[src/rtl/uart_rx_data_sampler.sv]
// UART receive front-end: two-flop line synchroniser, per-bit edge/bit
// counters and a three-sample majority vote taken around mid-bit.
// The RX FSM drives cnt_en / dat_samp_en and reads edge_cnt / bit_cnt.
module uart_rx_data_sampler #(
    parameter int PRESCALE_W = 6,
    parameter int BIT_CNT_W  = 4
) (
    input  logic                  CLK,
    input  logic                  RST,
    input  logic [PRESCALE_W-1:0] Prescale,
    input  logic                  RX_IN,
    input  logic                  cnt_en,
    input  logic                  dat_samp_en,
    output logic [PRESCALE_W-1:0] edge_cnt,
    output logic [BIT_CNT_W-1:0]  bit_cnt,
    output logic                  sampled_bit,
    output logic                  new_bit,
    output logic                  rx_sync
);

    // Only 8, 16 and 32 are meaningful ratios; everything else falls back to 8
    // so a bad Prescale can never produce a zero-length or odd bit period.
    function automatic logic [PRESCALE_W-1:0] legal_ratio(input logic [PRESCALE_W-1:0] p);
        logic [PRESCALE_W-1:0] r;
        if (p == PRESCALE_W'(8) || p == PRESCALE_W'(16) || p == PRESCALE_W'(32)) begin
            r = p;
        end else begin
            r = PRESCALE_W'(8);
        end
        return r;
    endfunction

    // Two-out-of-three vote; one corrupted sample cannot flip the bit.
    function automatic logic majority3(input logic a, input logic b, input logic c);
        return (a & b) | (a & c) | (b & c);
    endfunction

    logic                  sync_ff1;
    logic                  sync_ff2;
    logic                  s0;
    logic                  s1;
    logic                  s2;
    logic [PRESCALE_W-1:0] ratio;
    logic [PRESCALE_W-1:0] half;
    logic [PRESCALE_W-1:0] last_edge;
    logic [PRESCALE_W-1:0] pos_s0;
    logic [PRESCALE_W-1:0] pos_s1;
    logic [PRESCALE_W-1:0] pos_s2;
    logic [PRESCALE_W-1:0] pos_vote;
    logic                  sample_ok;
    logic                  vote_now;

    // Decode the effective ratio and the edge indices of the three samples
    // and of the vote; all are centred on the half-bit point.
    always_comb begin
        ratio     = legal_ratio(Prescale);
        half      = ratio >> 1;
        last_edge = ratio - PRESCALE_W'(1);
        pos_s0    = half - PRESCALE_W'(2);
        pos_s1    = half - PRESCALE_W'(1);
        pos_s2    = half;
        pos_vote  = half + PRESCALE_W'(1);
        sample_ok = cnt_en & dat_samp_en;
        vote_now  = sample_ok & (edge_cnt == pos_vote);
    end

    // Free-running two-flop synchroniser; idles high like the line itself.
    always_ff @(posedge CLK or negedge RST) begin
        if (!RST) begin
            sync_ff1 <= 1'b1;
            sync_ff2 <= 1'b1;
        end else begin
            sync_ff1 <= RX_IN;
            sync_ff2 <= sync_ff1;
        end
    end

    assign rx_sync = sync_ff2;

    // Edge counter wraps at the last edge of the bit and advances the bit
    // counter on the same clock. The >= compare also recovers if Prescale
    // shrinks while the counter is already beyond the new last edge.
    always_ff @(posedge CLK or negedge RST) begin
        if (!RST) begin
            edge_cnt <= '0;
            bit_cnt  <= '0;
        end else if (!cnt_en) begin
            edge_cnt <= '0;
            bit_cnt  <= '0;
        end else if (edge_cnt >= last_edge) begin
            edge_cnt <= '0;
            bit_cnt  <= bit_cnt + BIT_CNT_W'(1);
        end else begin
            edge_cnt <= edge_cnt + PRESCALE_W'(1);
        end
    end

    // Capture the synchronised line at the three mid-bit edges. Values from
    // an aborted bit simply linger until the next bit overwrites them.
    always_ff @(posedge CLK or negedge RST) begin
        if (!RST) begin
            s0 <= 1'b1;
            s1 <= 1'b1;
            s2 <= 1'b1;
        end else if (sample_ok) begin
            if (edge_cnt == pos_s0) begin
                s0 <= rx_sync;
            end
            if (edge_cnt == pos_s1) begin
                s1 <= rx_sync;
            end
            if (edge_cnt == pos_s2) begin
                s2 <= rx_sync;
            end
        end
    end

    // Resolve the bit one edge after the last sample; new_bit is high for the
    // single cycle following the vote edge and sampled_bit holds otherwise.
    always_ff @(posedge CLK or negedge RST) begin
        if (!RST) begin
            sampled_bit <= 1'b1;
            new_bit     <= 1'b0;
        end else begin
            new_bit <= vote_now;
            if (vote_now) begin
                sampled_bit <= majority3(s0, s1, s2);
            end
        end
    end

endmodule

[config.mk]
export PLATFORM = sky130hd
export DESIGN_NAME = uart_rx_data_sampler
export DESIGN_NICKNAME = d
export VERILOG_FILES = /design/src/rtl/uart_rx_data_sampler.sv
export SDC_FILE = /design/constraint.sdc
export NUM_CORES = 1
export LEC_CHECK = 0
export CAP_MARGIN = 30
export CORE_ASPECT_RATIO = 1.75
export CORE_MARGIN = 8
export CORE_UTILIZATION = 50
export CTS_CLUSTER_DIAMETER = 100
export DETAILED_ROUTE_END_ITERATION = 6
export DONT_BUFFER_PORTS = 1
export GPL_TIMING_DRIVEN = 0
export HOLD_SLACK_MARGIN = 0.03
export PLACE_DENSITY = 0.69
export SYNTH_ARGS = -nofsm -noshare
export SYNTH_HDL_FRONTEND = slang
export SYNTH_SLANG_ARGS = --single-unit
export TNS_END_PERCENT = 100
[constraint.sdc]
create_clock -name CLK -period 3.35 [get_ports CLK]
set_clock_uncertainty 0.2 [all_clocks]
set_input_delay 0.335 -clock CLK [delete_from_list [all_inputs] [get_ports CLK]]
set_output_delay 0.335 -clock CLK [all_outputs]
set_load 0.01 [all_outputs]
==> results.md, run 1 <==
- The run finished with clean final reports.
- The cell count after synthesis is about 130.
- The final weighted congestion in routability-driven placement is between 0.8 and 0.9.
- Internal power comes to 381.7 uW.
- The overall routed net length is 2.414 mm.
- Once detailed placement completed, the half-perimeter wirelength came to 1.880 mm.
- For the worst setup path, the data required time is 3320 ps.
- The initial antenna violation count was 0.
- The relative contribution of combinational cells to total power is 20.0%.
- The floorplan die width is 53.76 um.
- Of the total power, registers draw about half.
- TritonCTS created 3 clock buffers.
- Once detail routing completed, the nets flagged for antenna violations numbered 0.
- TritonCTS built the clock tree.
- In the routed design, unresolved DRC markers number 0.
- The area of the core is between 2000 and 2500 um^2.
- Cells with a size suffix above 1 make up 12.86% of the layout.
- The count of inserted antenna diode cells is 0.
- For the finished layout, the period the worst path requires is about 3000 ps.
- CTS saw 17 sinks.
- The async set-or-reset flop fraction in the synthesized netlist is between 90% and 100%.
- In this run the tightest slew margin relative to its limit is 51.87%.
- Walking the worst path, the cells encountered are nor4_4 > nor2b_1 > buf_4 > ha_1 > a21boi_0 > xor2_1 > ha_1 > nand3_1 > o21ai_0 > a21oi_2 > or3_1 > a21boi_0.
- The root buffer cell chosen for the clock tree is clkbuf_8.
- Clock-pin slew was measured on the worst setup and hold paths at roughly 60 ps.
- The biggest area consumer among synthesized cells is dfrtp_1.
- Setup total negative slack on the finished layout was measured at 0 ps.
- The number of slew-limit violations in the final report was 0.
- The leftover overflow at the end of global routing is 0.
- The most frequent standard cell in the layout excluding fill and tap cells is nor2_1.
- The type of element capturing the critical path is a register.
- The arrival time of the worst setup path is between 2000 and 3000 ps.
- The via count of the first global-routing pass came to 986.
- For this run, the slowest stage of the critical path takes 390 ps.
- The initial core utilization is 51.29%.
- The library cells used most frequently in the layout, excluding fill and tap cells, are nor2_1, ha_1, dfrtp_1.
- The detail-routed via count per cell is 5.560.
- The total via count after detailed routing is 923.
- The number of levels in the clock H-tree is 1.
- Summing internal, switching and leakage power gives 524.8 uW.
- The chip height is 82.08 um.
- The global-route wire length before repair is around 4.1 mm.
- During placement, the flow inserted port buffers numbering 0.
- The maximum fanout along the worst path is 8.
- The synthesized design contains 0 enable-type register cells.
- Setup repair after global routing left no endpoint under its margin.
- No sink is reached through more buffers than the 2 on the longest clock path.
- Global routing used 12.18% of the available tracks.
- STA classifies the critical path startpoint as a primary input.
- The final net count is 165.
- Sorting the synthesized cells by area gives the leading types as dfrtp_1, ha_1, dfstp_2.
- The largest net degree at the start of global routing is 18.
- The actual transition at the worst max-transition pin is between 700 and 800 ps.
- The hold violation count in the final report was 0.
- Summed over all nets, the switching power comes to 143.0 uW.
- Dividing the detail-routed wire length by the instance count gives 14.54 um.
- The area of the mapped netlist is 1247 um^2.
- The sequential-to-total area share from yosys stat is 34.70%.
- The ratio of final minimum period to clock period is about nine tenths.
- The slowest stage of the critical path belongs to the cell nor4_4.
- The number of synthesized register bits is 17.
- 24 I/O pins were placed.
- The area of the die is 4412 um^2.
- The fraction of power consumed by the clock network is 28.4%.
- The primary flip-flop cell chosen by synthesis mapping is dfrtp_1.
- The critical path in this run is classified as in -> reg.
- Relative to the synthesized area, the layout overhead comes to 11.84%.
- The max-cap check violation count is 0.
- The area fraction of the dominant cell type after synthesis is 22.07%.
- Summed over all cells, the static leakage comes to 0.0006391 uW.
- The number of detailed-route iterations in the first pass is 3.
- The power density of the placed cells is 376.1 nW/um^2.
- The worst-case IR drop observed on VDD is between 0.2 and 0.3 mV.
- In this run switching power makes up 27.26% of total power.
- During synthesis, Yosys emitted a total of 0 warnings.
- Setup violations remaining at the end of the flow were counted as 0.
- The distinct cell type count after synthesis is 40.
- The mean post-synth cell area is about 10 um^2.
- The row count is 24.
- The insertion delay to the later sink of the worst-skew pair is between 200 and 300 ps.
- The number of DRC markers after the initial detailed-route iteration is 17.
- Static timing analysis puts the maximum clock frequency at roughly 340 MHz.
- The worst min-delay path category is in -> reg.
==> critical path, delay by kind of cell <==
kind,cells,cell delay [ps]
XOR/XNOR,1,110
buffers and inverters,1,170
AND/OR/NAND/NOR,4,1010
AO/OA/AOI/OAI,4,810
adder cells (fa/ha/maj),2,510
==> repair_timing <==
item,in CTS,in global routing
hold endpoints to repair,21,2
hold buffers,3,1
resized for setup,0,1
endpoints found under the setup margin,0,6
buffers inserted,0,0
==> state kept, by name, summed over array words and instances, names as in the netlist <==
signal and cells:
sampled_bit 1, rx_sync 1, bit_cnt 4, s2 1
s1 1, s0 1, edge_cnt 6, new_bit 1
sync_ff1 1
==> cells in the mapped netlist (2+ instances only) <==
master and count:
nor3_1 3, nand3_1 7, a21boi_0 3, nor4bb_1 2
ha_1 13, a21oi_1 3, dfstp_2 6, dfrtp_1 11
xnor2_1 7, conb_1 2, or3_1 2, inv_1 3
nor2_1 14, xor2_1 6, mux2i_1 2, nand2_1 9
nor2b_1 3, nor4_1 2, o21ai_0 4, mux2_1 3
==> final cells by class <==
class                      instances  area, um^2
sequential                        17       432.9
fill                             214        1037
tap                               26       32.53
buffer                             4       36.28
multi-input combinational        108       797.0
timing repair buffer               4       40.04
inverter                           3       11.26
clock buffer                       4       45.04
==> per-stage QoR <==
stage,util [%],area (um^2),hold WS (ps),worst slack [ps],instances
floorplan,-,1274,-160.6,364.8,132
global placement,53.70,1306,-159.9,-33.20,158
detailed placement,53.70,1306,-160.0,-65.60,158
CTS,56.79,1381,32.36,191.5,165
global route,57.36,1395,113.9,156.9,166
finish,57.36,1395,112.0,369.9,166
==> layer usage <==
metal  part of all wire [%]  GRT usage [%]  vias up
li1                       -              -      453
met5                      0              0        -
met2                     52          21.21       24
met3                    8.7          4.167        7
met1                     36          11.54      439
met4                    3.2          7.614        0
==> path summary, 6_finish.rpt <==
| check | from | slack, ps | to | cells after the start |
|---|---|---|---|---|
| hold / removal | cnt_en | 110 | edge_cnt[5] | 2 |
| setup / recovery | Prescale[0] | 370 | bit_cnt[3] | 12 |
| max in group asynchronous | RST | 2110 | edge_cnt[4] | 1 |
| setup reg to reg | edge_cnt[0] | 1000 | bit_cnt[3] | 8 |
| hold reg to reg | sync_ff1 | 160 | rx_sync | 0 |
| min in group asynchronous | RST | 380 | edge_cnt[0] | 1 |
==> power groups by stage <==
stage | registers, uW | logic, uW | clock network, uW
2_1_floorplan | 266 | 81.8 | 0
3_3_place_gp | 272 | 92.4 | 0
3_5_place_dp | 274 | 94.8 | 0
4_1_cts | 270 | 104 | 154
5_1_grt | 274 | 120 | 164
6_report | 271 | 105 | 149
==> kinds of logic (layout without fill, tap and decap cells) <==
group,Yosys count,in the layout,share of synthesized area (%)
DFF,17,17,34.70
buffers and inverters,7,15,3.811
AOI/OAI and AO/OA,14,14,7.422
muxes,7,7,6.419
other,2,9,0.6020
and+or+nand+nor,50,50,22.27
adders and majority gates,14,14,13.84
xor gates and xnor gates,14,14,10.93
Power figures use the tool's default switching activity.
==> run 2: changes to the inputs <==
--- a/config.mk
+++ b/config.mk
@@ -8,13 +8,13 @@
 export CAP_MARGIN = 30
 export CORE_ASPECT_RATIO = 1.75
 export CORE_MARGIN = 8
-export CORE_UTILIZATION = 50
+export CORE_UTILIZATION = 25
 export CTS_CLUSTER_DIAMETER = 100
 export DETAILED_ROUTE_END_ITERATION = 6
 export DONT_BUFFER_PORTS = 1
 export GPL_TIMING_DRIVEN = 0
 export HOLD_SLACK_MARGIN = 0.03
-export PLACE_DENSITY = 0.69
+export PLACE_DENSITY = 0.42
 export SYNTH_ARGS = -nofsm -noshare
 export SYNTH_HDL_FRONTEND = slang
 export SYNTH_SLANG_ARGS = --single-unit
==> run 2 against run 1 <==
  * Critical path depth unchanged
  * Die area up 72%
  * Register-to-register slack worse by 90 ps
  * Combinational power about the same
  * Sequential share of layout area down 0.55 points
==> results.md, run 2 (same netlist as run 1, synthesis figures left out) <==
- The flip-flop count of the largest register, all copies and words added is 6 (unchanged).
- The number of buffer and inverter stages on the critical path is 1 (unchanged).
- The data required time at the worst endpoint is 3320 ps (about the same).
- The critical path class is in -> reg (unchanged).
- The layout cell share with drive strength beyond 1 is 12.95% (was 12.86%).
- The average wire length per cell after detail routing was 13.99 um (was 14.54 um).
- The power density of the placed cells was 370.0 nW/um^2 (was 376.1 nW/um^2).
- The maximum fanout along the worst path came to 8 (unchanged).
- Most used cells in the layout excluding fill and tap cells: nor2_1, ha_1, dfrtp_1 (unchanged).
- The overall routing resource usage came to 7.514% (was 12.18%).
- The number of levels in the clock H-tree is 1 (unchanged).
- The final net count is 164 (was 165).
- CP Cell Sequence: nor4_4 > nor2b_1 > buf_4 > ha_1 > a21boi_0 > xor2_1 > ha_1 > nand3_1 > o21ai_0 > a21oi_2 > or3_1 > a21boi_0 (unchanged).
- Largest regs: edge_cnt x6, bit_cnt x4 (unchanged).
- The insertion delay to the later sink of the worst-skew pair is 250 ps (about the same).
- The maximum clock frequency was 322.9 MHz (was 335.6 MHz).
- The ratio of final minimum period to clock period is 92.45% (was 88.96%).
- The number of slew-limit violations in the final report is 0 (unchanged).
- The number of ports placed on the die boundary is 24 (unchanged).
- The final weighted congestion in routability-driven placement is 0.7254 (was 0.8010).
- The final critical delay including setup and external delays is 3097 ps (was 2980 ps).
- The final non-filler cell total is 193 (was 166).
- The antenna violation net count after detailed routing is 0 (unchanged).
- The type of element capturing the critical path is a register (unchanged).
- RSZ-0062 raised after global routing: false (unchanged).
- The actual transition at the worst max-transition pin is 727.7 ps (was 719.6 ps).
- The most frequent standard cell in the layout excluding fill and tap cells is nor2_1 (unchanged).
- The global-route wire length before repair was 4.643 mm (was 4.112 mm).
- The largest net degree at the start of global routing is 18 (unchanged).
- The register name with the most flops is edge_cnt (unchanged).
- The final-layout fill cell count is 519 (was 214).
- The kind of launch point of the worst setup path is a primary input (unchanged).
- The area of the die is 7595 um^2 (was 4412 um^2).
- The worst min-delay path category is in -> reg (unchanged).
- The number of detailed-route iterations in the first pass is 4 (was 3).
- The cell class contributing the biggest share of worst-path delay is simple AND/OR/NAND/NOR gates (unchanged).
- The initial core utilization is 25.50% (was 51.29%).
- The number of DRC markers after the initial detailed-route iteration was 6 (was 17).
- The initial antenna violation count is 0 (unchanged).
- The via count of the first global-routing pass is 981 (was 986).
- The clock sink count is 17 (unchanged).
- The count of inserted antenna diode cells is 0 (unchanged).
- The CTS tree is yes (unchanged).
- The cell with the biggest individual delay on the critical path is nor4_4 (unchanged).
- The final setup violation count is 0 (unchanged).
- The deepest clock path buffer count is 2 (unchanged).
- The area growth from synthesis to final layout is 13.84% (was 11.84%).
- The buffers inserted during post-CTS setup optimization is 0 (unchanged).
- The chip height came to 109.4 um (was 82.08 um).
- The placed cell count is 186 (was 158).
- The overall routed net length is 2.700 mm (was 2.414 mm).
- The count of buffers from port buffering is 0 (unchanged).
- The DRC violation count after routing is 0 (unchanged).
- The worst IR drop on VDD is 0.2569 mV (was 0.2948 mV).
- The clock root buffer master is clkbuf_8 (unchanged).
- The half-perimeter wire length of the detailed placement result is 2.240 mm (was 1.880 mm).
- The row count is 34 (was 24).
- The delay contributed by the slowest stage of the critical path came to 420 ps (was 390 ps).
- The floorplan die width is 69.40 um (was 53.76 um).
- The max-cap check violation count is 0 (unchanged).
- The headroom to the max-slew limit came to 51.33% (was 51.87%).
- The arrival time of the worst setup path was 3060 ps (was 2950 ps).
- Status: complete, no violations (unchanged).
- The number of buffers created by CTS is 3 (unchanged).
- The leakage dissipation is 0.0006349 uW (was 0.0006391 uW).
- The leftover overflow at the end of global routing is 0 (unchanged).
- The detail-routed via count per cell is 4.715 (was 5.560).
- The total via count after detailed routing is 910 (was 923).
- The final setup TNS is 0 ps (unchanged).
- The hold violation count in the final report is 0 (unchanged).
- The clock edge transition at the registers on the reported setup and hold paths came to 60 ps (about the same).
- The area of the core was 4892 um^2 (was 2432 um^2).
-- run 2: worst reg2reg max path, delay by kind of cell (launching register included) --
kind	cells	cell delay, ps
buffers and inverters	1	160
AND/OR/NAND/NOR	2	460
AO/OA/AOI/OAI	4	700
flip-flops	1	560
adder cells (fa/ha/maj)	1	300
-- run 2: area by class of cell --
class	count	area [um^2]	area share, %
Sequential cell	17	432.9	30.48
Tap cell	54	67.56	4.758
Multi-Input combinational cell	108	797.0	56.12
Clock buffer	4	45.04	3.172
Timing Repair Buffer	3	30.03	2.115
Inverter	3	11.26	0.7930
Buffer	4	36.28	2.555
-- run 2: report_power, final --
part           switching [uW]  internal, uW
Combinational            49.8          54.8
Sequential               28.4           242
Clock                    66.6          84.2
Total                     145           381
-- run 2: per-stage QoR --
| stage | util, % | total power, uW | setup slack (ps) | hold WS [ps] | area (um^2) |
|---|---|---|---|---|---|
| after global placement | 27.42 | 367.8 | -152.7 | -159.9 | 1341 |
| after detailed placement | 27.42 | 372.5 | -255.4 | -159.8 | 1341 |
| final | 29.03 | 525.4 | 252.9 | 41.81 | 1420 |
| after CTS | 29.03 | 535.2 | 223.2 | 38.39 | 1420 |
| after floorplan | - | 347.7 | 364.8 | -160.6 | 1274 |
| after global routing | 29.03 | 564.1 | 6.873 | 35.93 | 1420 |
-- run 2: worst paths after layout --
| path | startpoint | endpoint | slack, ps | cells past startpoint |
|---|---|---|---|---|
| min in group asynchronous | RST | new_bit | 390 | 1 |
| min reg2reg | sync_ff1 | rx_sync | 160 | 0 |
| max in group asynchronous | RST | edge_cnt[4] | 2110 | 1 |
| max reg2reg | edge_cnt[0] | bit_cnt[3] | 910 | 8 |
| max | Prescale[0] | bit_cnt[3] | 250 | 12 |
| min | cnt_en | edge_cnt[1] | 40 | 1 |
-- run 2: routing by layer --
layer	track usage [%]	vias up	wire, um
li1	-	451	-
met1	6.743	431	950
met2	13.83	22	1427
met3	2.710	6	220
met4	5.155	0	101
met5	0	-	0
-- run 2: repair_timing --
item | in CTS | in global routing
hold buffers | 3 | 0
gates resized for setup | 1 | 0
setup endpoints to repair | 1 | 0
endpoints found under the hold margin | 22 | 0
